File: config.mk
export PLATFORM = sky130hd
export DESIGN_NAME = uart_rx_flat
export DESIGN_NICKNAME = d
export VERILOG_FILES = /design/src/rtl/uart_rx_if.sv /design/src/rtl/uart_rx.sv /design/src/flat_wrapper.sv
export SDC_FILE = /design/constraint.sdc
export NUM_CORES = 1
export LEC_CHECK = 0
export BUFFER_PORTS_ARGS = -buffer_cell sky130_fd_sc_hd__buf_2
export CAP_MARGIN = 20
export CORE_UTILIZATION = 40
export CTS_BUF_LIST = sky130_fd_sc_hd__clkbuf_4
export CTS_CLUSTER_DIAMETER = 200
export DETAILED_ROUTE_END_ITERATION = 8
export GPL_TIMING_DRIVEN = 0
export PLACE_DENSITY_LB_ADDON = 0.08
export SYNTH_ARGS = -nofsm -noshare
export SYNTH_HDL_FRONTEND = slang
export SYNTH_SLANG_ARGS = --single-unit
File: constraint.sdc
create_clock -name clk -period 5.1 [get_ports clk]
set_input_delay 0.51 -clock clk [delete_from_list [all_inputs] [get_ports clk]]
set_output_delay 0.51 -clock clk [all_outputs]
set_load 0.01 [all_outputs]
File: src/rtl/uart_rx_if.sv
// Receive-side bundle of the UART: oversample tick, serial line, consumer handshake and status.
interface uart_rx_if #(
  parameter int N = 8
);
  logic         rx_en;
  logic         rx_in;
  logic         read_en;
  logic [N-1:0] rx_out;
  logic         rx_ready;
  logic         frame_err;
  logic         overrun;
  logic         busy;

  modport slave (
    input  rx_en, rx_in, read_en,
    output rx_out, rx_ready, frame_err, overrun, busy
  );

  modport master (
    output rx_en, rx_in, read_en,
    input  rx_out, rx_ready, frame_err, overrun, busy
  );
endinterface

File: src/rtl/uart_rx.sv
// Oversampling UART receiver: 1 start bit, N data bits LSB first, 1 stop bit,
// single-entry output holding register with overrun and framing-error reporting.
module uart_rx #(
  parameter int N          = 8,
  parameter int OVERSAMPLE = 16
) (
  input  logic     clk,
  input  logic     reset,
  uart_rx_if.slave bus
);
  localparam int CW = $clog2(OVERSAMPLE);
  localparam int IW = (N > 1) ? $clog2(N) : 1;
  localparam logic [CW-1:0] CNT_MID = CW'(OVERSAMPLE / 2 - 1);
  localparam logic [CW-1:0] CNT_END = CW'(OVERSAMPLE - 1);
  localparam logic [IW-1:0] IDX_END = IW'(N - 1);

  typedef enum logic [1:0] {
    IDLE  = 2'd0,
    START = 2'd1,
    DATA  = 2'd2,
    STOP  = 2'd3
  } state_t;

  state_t        r_state;
  state_t        w_state_nxt;
  logic          r_sync1, r_sync2, r_prev;
  logic [CW-1:0] r_cnt;
  logic [IW-1:0] r_idx;
  logic [N-1:0]  r_shift;
  logic [N-1:0]  r_rx_out;
  logic          r_rx_ready, r_frame_err, r_overrun, r_busy;
  logic          w_rx_s, w_fall, w_mid_tick, w_end_tick, w_ack;
  logic          w_shift_en, w_idx_clr, w_idx_inc, w_load, w_ovr_set, w_ferr;

  assign w_rx_s     = r_sync2;
  assign w_fall     = r_prev & ~r_sync2;
  assign w_mid_tick = bus.rx_en & (r_cnt == CNT_MID);
  assign w_end_tick = bus.rx_en & (r_cnt == CNT_END);
  assign w_ack      = bus.read_en & r_rx_ready;

  // Two-flop synchronizer plus one history flop; a held-low line never produces a new edge
  always_ff @(posedge clk or negedge reset) begin
    if (!reset) begin
      r_sync1 <= 1'b1;
      r_sync2 <= 1'b1;
      r_prev  <= 1'b1;
    end else begin
      r_sync1 <= bus.rx_in;
      r_sync2 <= r_sync1;
      r_prev  <= r_sync2;
    end
  end

  // State register
  always_ff @(posedge clk or negedge reset) begin
    if (!reset) begin
      r_state <= IDLE;
    end else begin
      r_state <= w_state_nxt;
    end
  end

  // Next-state logic
  always_comb begin
    w_state_nxt = r_state;
    case (r_state)
      IDLE:    if (w_fall) w_state_nxt = START; else w_state_nxt = IDLE;
      START:   if (w_mid_tick) w_state_nxt = w_rx_s ? IDLE : DATA; else w_state_nxt = START;
      DATA:    if (w_end_tick && (r_idx == IDX_END)) w_state_nxt = STOP; else w_state_nxt = DATA;
      STOP:    if (w_end_tick) w_state_nxt = IDLE; else w_state_nxt = STOP;
      default: w_state_nxt = IDLE;
    endcase
  end

  // FSM outputs; a completed byte loads only if the holding register is free or being read now
  always_comb begin
    w_shift_en = 1'b0;
    w_idx_clr  = 1'b0;
    w_idx_inc  = 1'b0;
    w_load     = 1'b0;
    w_ovr_set  = 1'b0;
    w_ferr     = 1'b0;
    case (r_state)
      START: begin
        w_idx_clr = w_mid_tick & ~w_rx_s;
      end
      DATA: begin
        w_shift_en = w_end_tick;
        w_idx_inc  = w_end_tick & (r_idx != IDX_END);
      end
      STOP: begin
        w_load    = w_end_tick & w_rx_s & (~r_rx_ready | bus.read_en);
        w_ovr_set = w_end_tick & w_rx_s & r_rx_ready & ~bus.read_en;
        w_ferr    = w_end_tick & ~w_rx_s;
      end
      default: begin
        w_shift_en = 1'b0;
      end
    endcase
  end

  // Tick counter: advances only on rx_en, cleared on every state change
  always_ff @(posedge clk or negedge reset) begin
    if (!reset) begin
      r_cnt <= {CW{1'b0}};
    end else if (w_state_nxt != r_state) begin
      r_cnt <= {CW{1'b0}};
    end else if (bus.rx_en && (r_state != IDLE)) begin
      r_cnt <= (r_cnt == CNT_END) ? {CW{1'b0}} : r_cnt + CW'(1);
    end
  end

  // Bit index and shift register
  always_ff @(posedge clk or negedge reset) begin
    if (!reset) begin
      r_idx   <= {IW{1'b0}};
      r_shift <= {N{1'b0}};
    end else begin
      if (w_idx_clr) begin
        r_idx <= {IW{1'b0}};
      end else if (w_idx_inc) begin
        r_idx <= r_idx + IW'(1);
      end
      if (w_shift_en) begin
        r_shift[r_idx] <= w_rx_s;
      end
    end
  end

  // Registered outputs; a simultaneous load and read leaves rx_ready set and clears overrun
  always_ff @(posedge clk or negedge reset) begin
    if (!reset) begin
      r_rx_out    <= {N{1'b0}};
      r_rx_ready  <= 1'b0;
      r_frame_err <= 1'b0;
      r_overrun   <= 1'b0;
      r_busy      <= 1'b0;
    end else begin
      r_frame_err <= w_ferr;
      r_busy      <= (w_state_nxt != IDLE);
      if (w_load) begin
        r_rx_out <= r_shift;
      end
      if (w_load) begin
        r_rx_ready <= 1'b1;
      end else if (w_ack) begin
        r_rx_ready <= 1'b0;
      end
      if (w_ovr_set) begin
        r_overrun <= 1'b1;
      end else if (w_ack) begin
        r_overrun <= 1'b0;
      end
    end
  end

  assign bus.rx_out    = r_rx_out;
  assign bus.rx_ready  = r_rx_ready;
  assign bus.frame_err = r_frame_err;
  assign bus.overrun   = r_overrun;
  assign bus.busy      = r_busy;
endmodule

File: src/flat_wrapper.sv
// flat-port wrapper written by rule: the top's interface ports become plain ports
module uart_rx_flat 
#(
  parameter int N          = 8,
  parameter int OVERSAMPLE = 16
)
  (clk, reset, bus_rx_en, bus_rx_in, bus_read_en, bus_rx_out, bus_rx_ready, bus_frame_err, bus_overrun, bus_busy);
  uart_rx_if #(.N(N)) bus_i ();
  input  logic clk;
  input  logic reset;
  input wire logic [$bits(bus_i.rx_en)-1:0] bus_rx_en;
  input wire logic [$bits(bus_i.rx_in)-1:0] bus_rx_in;
  input wire logic [$bits(bus_i.read_en)-1:0] bus_read_en;
  output wire logic [$bits(bus_i.rx_out)-1:0] bus_rx_out;
  output wire logic [$bits(bus_i.rx_ready)-1:0] bus_rx_ready;
  output wire logic [$bits(bus_i.frame_err)-1:0] bus_frame_err;
  output wire logic [$bits(bus_i.overrun)-1:0] bus_overrun;
  output wire logic [$bits(bus_i.busy)-1:0] bus_busy;
  assign bus_i.rx_en = bus_rx_en;
  assign bus_i.rx_in = bus_rx_in;
  assign bus_i.read_en = bus_read_en;
  assign bus_rx_out = bus_i.rx_out;
  assign bus_rx_ready = bus_i.rx_ready;
  assign bus_frame_err = bus_i.frame_err;
  assign bus_overrun = bus_i.overrun;
  assign bus_busy = bus_i.busy;
  uart_rx #(.N(N), .OVERSAMPLE(OVERSAMPLE)) u_core (.clk(clk), .reset(reset), .bus(bus_i));
endmodule
# Yosys cells after proc, flatten, opt, wreduce, memory -nomap -nowiden
# Cells that the tools add are included.
# totals
regBits	32
latch_bits	0
ram_bits	0
romBits	0
input_bits	5
wordCells	72
n_memories	0
# classes
addsub	2
mul	0
div_mod_pow	0
order_cmp	2
n_eq_ne	8
n_shift	0
mux	23
bitwise_logic	15
n_reduce_logical	10
# ops
op	n
$mux 1	12
$mux 4	3
$reduce_bool 2->1	6
$and 1x1->1	11
$bwmux 8	1
$pmux 2 s4	1
$mux 2	3
$mux 3	2
$add 4x1->4 const B	1
$eq 2x2->1 const B	2
$eq 4x3->1 const B	1
$eq 4x4->1 const B	1
$lt 3x4->1 const B	1
$add 3x1->3 const B	1
$demux 1 s3	1
$eq 3x3->1 const B	1
$ge 3x1->1 const B	1
$logic_and 1x1->1	3
$ne 3x3->1 const B	1
$not 1->1	3
$eq 2x1->1 const B	1
$logic_not 2->1	1
$ne 2x2->1	1
$or 1x1->1	1

# Depth between registers and ports, before layout
# logic_depth
word_depth	7
depth_mapped	5

# Worst setup path before layout
# Ideal clock, no wire load.
# synth_timing
kind	reg-to-reg
start	register u_core.r_cnt[0]
end	register u_core.r_rx_out[0], in the netlist u_core.bus.rx_out[0]
arrival_time_ns	1.545
required_ns	4.975
path_slack_ns	3.430
path_stages_with_launch	5
n_path_buf	0
period_less_slack_ns	1.670
cell_sequence	dfrtp_1 > ha_1 > nand4_4 > nor3_4 > mux2_2
# synth_between
elab_chain_cells	5
# synth_rtl
item	line_no	text
start: declaration	uart_rx.sv:27	logic [CW-1:0] r_cnt;
start signal: assignment	uart_rx.sv:105	r_cnt <= {CW{1'b0}};
start signal: assignment	uart_rx.sv:107	r_cnt <= {CW{1'b0}};
start signal: assignment	uart_rx.sv:109	r_cnt <= (r_cnt == CNT_END) ? {CW{1'b0}} : r_cnt + CW'(1);
$eq 4x4->1	uart_rx.sv:38	assign w_end_tick = bus.rx_en & (r_cnt == CNT_END);
$and 1x1->1	uart_rx.sv:38	
$and 1x1->1 (2 in series)	uart_rx.sv:92	w_load = w_end_tick & w_rx_s & (~r_rx_ready | bus.read_en);
$mux 1	uart_rx.sv:83	case (r_state)
end signal: assignment	uart_rx.sv:133	r_rx_out <= {N{1'b0}};
end signal: assignment	uart_rx.sv:142	r_rx_out <= r_shift;
end: declaration	uart_rx.sv:30	logic [N-1:0] r_rx_out;
# Every way passes these cells.
# A chain may end at the register's enable or synchronous reset.

# Worst setup path after layout
# layout_timing
start	register u_core.r_cnt[0]
end	register u_core.r_rx_out[4], in the netlist u_core.bus.rx_out[4]
# The elaborated chain is that of the path after synthesis.

==> results.md <==
- The floorplan has 22 rows.
- The share of post-route cells with drive strength above 1 is ~37%.
- The final total negative setup slack is 0 ns.
- The kind of cell adding the most delay to the critical path is simple AND/OR/NAND/NOR gates.
- The path class of the tightest hold or removal check is in2async.
- The total global-route track usage is between 15 and 20%.
- The signal on the critical path passes through ha_1 > nand4_4 > nor3_4 > mux2_2.
- The number of flops mapped to enable cells by yosys is 0.
- The number of distinct library cells after synthesis is between 40 and 50.
- The post-synthesis async set-or-reset flop share is 100.0%.
- The maximum root-to-sink buffer count is 2.
- Overall power consumption after layout is estimated at approximately 0.67 mW.
- The largest net degree at the start of global routing is 33.
- The top flip-flop cell by instance count after synthesis is sky130_fd_sc_hd__dfrtp_1.
- Clock skew on the completed layout was measured at 0.003872 ns.
- In the final design database the tool counted approximately 160 nets.
- The cell chosen for the clock root is sky130_fd_sc_hd__clkbuf_4.
- The count of warnings emitted by yosys is 0.
- The average wire per standard cell is 13.95 um.
- The leading area contributor after synthesis is sky130_fd_sc_hd__dfrtp_1.
- The number of nets produced by synthesis is ~130.
- Ranked by total cell area, the synthesized netlist is headed by sky130_fd_sc_hd__dfrtp_1, sky130_fd_sc_hd__mux2_2, sky130_fd_sc_hd__dfstp_2.
- The DRC violation total after the first TritonRoute iteration is 34.
- The flow ran to the end, and the final reports show no timing, DRC or antenna violations.
- The clock tree from TritonCTS is yes.
- The post-cts gate resize count is 0.
- The top cell type's share of synthesized area is 47.39%.
- Once layout is done, the placed cells without fillers occupy 1752 um^2.
- The share of the yosys chip area belonging to registers is 52.53%.
- Buffers inserted during clock tree synthesis total 5.
- Hold is met by between 0.2 and 0.25 ns.
- The first-pass iteration count of the detailed router is 4.
- The number of antenna violations at the first check in global routing came to 0.
- The number of vias in the routed layout is ~1100.
- The synthesized cell area is around 1500 um^2.
- The critical path in this run is classified as reg2reg.
- The number of hold violations in the final report is 0.
- Counting I/O delays and the setup requirement, the final critical path takes about 1.9 ns.
- The floorplan step defined a die boundary enclosing roughly 4000 um^2.
- The analysis attributes to cell leakage a power of about 0.8 nW.
- The register-to-register setup slack is ~3.2 ns.
- The cell area after placement is 1672 um^2.
- The register bit count reported by yosys is 32.
- The die outline width is 63.88 um.
- Clock-pin slew was measured on the worst setup and hold paths at about 0.10 ns.
- The via count of the first global-routing pass is around 1000.
- The maximum VDD drop is approximately 0.21 mV.
- The number of buffers and inverters on the critical path is 0.
- Global routing finished with a remaining overflow of 0.
- The detail route stage leaves a number of antenna-violating nets equal to 0.
- The number of instances in the placed design is about 190.
- The post-route DRC violation count is 0.
- After floorplanning, the core was sized to cover 3661 um^2.
- The cell count after synthesis is about 130.
- The headroom to the max-slew limit is approximately 36%.
- For this block, the routed nets add up to 2.749 mm of wire.
- The wire length of the first global-routing pass is ~5 mm.
- The later-pin clock latency in the skew report is between 0.3 and 0.4 ns.
- The wire-length estimate of the detail-placed layout is 1.928 mm.
- The number of hold-repair buffers added at the cts stage is 0.
- The area growth from synthesis to layout is 14.38%.
- For this design the top-level I/O count stands at 17.
- Input and output buffers added on the ports amount to 16.
- Derived from the worst setup path, the maximum achievable clock frequency is 530.2 MHz.
- At the end of routability-driven placement, the weighted congestion stood at around 0.74.
- The power density relative to cell area is between 300 and 400 nW/um^2.
- For the pin with the worst max-slew slack, the measured transition is between 0.9 and 1 ns.
- In this run the number of H-tree levels came out at 2.
- STA classifies the critical path endpoint as a flip-flop.
- After the flow finishes, the layout carries non-filler instances totaling about 200.
- The maximum fanout count along the critical path is 8.
- The type of element launching the critical path is a flip-flop.
- Using the TritonRoute via totals, the vias-per-cell ratio works out to 5.401.
- For this configuration, the core starts out at a cell density of 41.83%.
- CTS saw 32 sinks.
- The repair_antennas step left the layout with diodes totalling 0.
- Averaged over all synthesized cells, the footprint is between 10 and 15 um^2.
- The critical path data arrival time is ~2.1 ns.
- The most common cell after layout, fill and taps aside is sky130_fd_sc_hd__dfrtp_1.
- The top cell types in the final layout, fill and taps aside, are sky130_fd_sc_hd__dfrtp_1, sky130_fd_sc_hd__buf_2, sky130_fd_sc_hd__mux2_2.
- The library cell contributing the largest single delay on the critical path is sky130_fd_sc_hd__nor3_4.
- The post-CTS setup repair buffer count is 0.
- Setup repair after global routing left no endpoint under its margin.
- The max-slew violation total from the final report is 0.
- The required arrival time at the worst endpoint is roughly 5.3 ns.
- The largest stage delay on the critical path is around 0.45 ns.
- The tool flagged a number of max-cap violations equal to 0.
- Setup violations remaining at the end of the flow were counted as 0.
- Measured along the y axis, the die boundary spans roughly 64 um.
- The filler cells instantiated in the layout total 349.
- The part of the cycle the worst path needs is approximately 37%.
[area by class of cell]
class / count / area (um^2) / share of cell area (%)
sequential: 32 / 804.5 / 45.93
multi-input combinational: 82 / 671.9 / 38.36
timing repair buffer: 16 / 80.08 / 4.571
tap: 48 / 60.06 / 3.429
clock buffer: 6 / 45.04 / 2.571
buffer: 8 / 43.79 / 2.500
clock inverter: 2 / 35.03 / 2.000
inverter: 3 / 11.26 / 0.6429
[registers in the layout, summed over array words and instances (netlist names), 2 cells and up]
name and flops:
u_core.r_idx 3, u_core.r_cnt 4, u_core.bus.rx_out 8, u_core.r_state 2, u_core.r_shift 8
[logic make-up after synthesis]
group / Yosys count / synth area share (%)
flops: 32 / 52.53
xor+xnor: 1 / 0.5720
simple gates: 38 / 18.55
mux: 18 / 13.07
fa+ha+maj: 3 / 2.451
compound gates: 22 / 9.233
buf+inv: 11 / 3.595
[power breakdown]
part | switching, mW | internal [mW] | leakage (nW)
sequential | 0.0357 | 0.288 | 0.415
combinational | 0.0866 | 0.0629 | 0.345
clock | 0.0859 | 0.108 | 0.0456
[worst reg2reg max path: stages (launching register included)]
cell                      delay [ns]
sky130_fd_sc_hd__dfrtp_1        0.42
sky130_fd_sc_hd__ha_1           0.33
sky130_fd_sc_hd__nand4_4        0.19
sky130_fd_sc_hd__nor3_4         0.45
sky130_fd_sc_hd__mux2_2         0.39
[cell usage after synthesis (all sizes together) (3+ instances only)]
cell / number
buf: 4
dfrtp: 29
o211ai: 3
clkbuf: 4
nor4: 3
nor3: 7
inv: 3
nand4: 3
ha: 3
mux2: 16
nand2: 3
dfstp: 3
o21ai: 6
a21oi: 5
nand3: 6
[stage by stage]
stage               utilization, %  setup slack [ns]
floorplan                        -             3.430
global placement             45.66             3.240
detailed placement           45.66             3.202
CTS                          47.85             3.194
global route                 47.85             3.071
finish                       47.85             3.214
[worst paths after layout]
check	end	cells past startpoint	start
max in group asynchronous	u_core.bus.rx_out[3]$_DFFE_PN0P_	1	reset
setup reg to reg	u_core.bus.rx_out[4]$_DFFE_PN0P_	4	u_core.r_cnt[0]$_DFFE_PN0P_
hold / removal	u_core.r_state[1]$_DFF_PN0_	1	reset
min in group clk	u_core.r_sync1$_DFF_PN1_	1	bus_rx_in
hold reg to reg	u_core.r_sync2$_DFF_PN1_	0	u_core.r_sync1$_DFF_PN1_
setup / recovery	u_core.bus.rx_out[4]$_DFFE_PN0P_	4	u_core.r_cnt[0]$_DFFE_PN0P_
[routing by layer]
metal,up-vias,wire length (um),global-route usage [%]
met5,-,0,0
met4,0,16,5.966
met3,4,116,4.821
met2,22,1293,25.53
met1,519,1322,21.17
li1,519,-,-
Power figures use the tool's default switching activity.
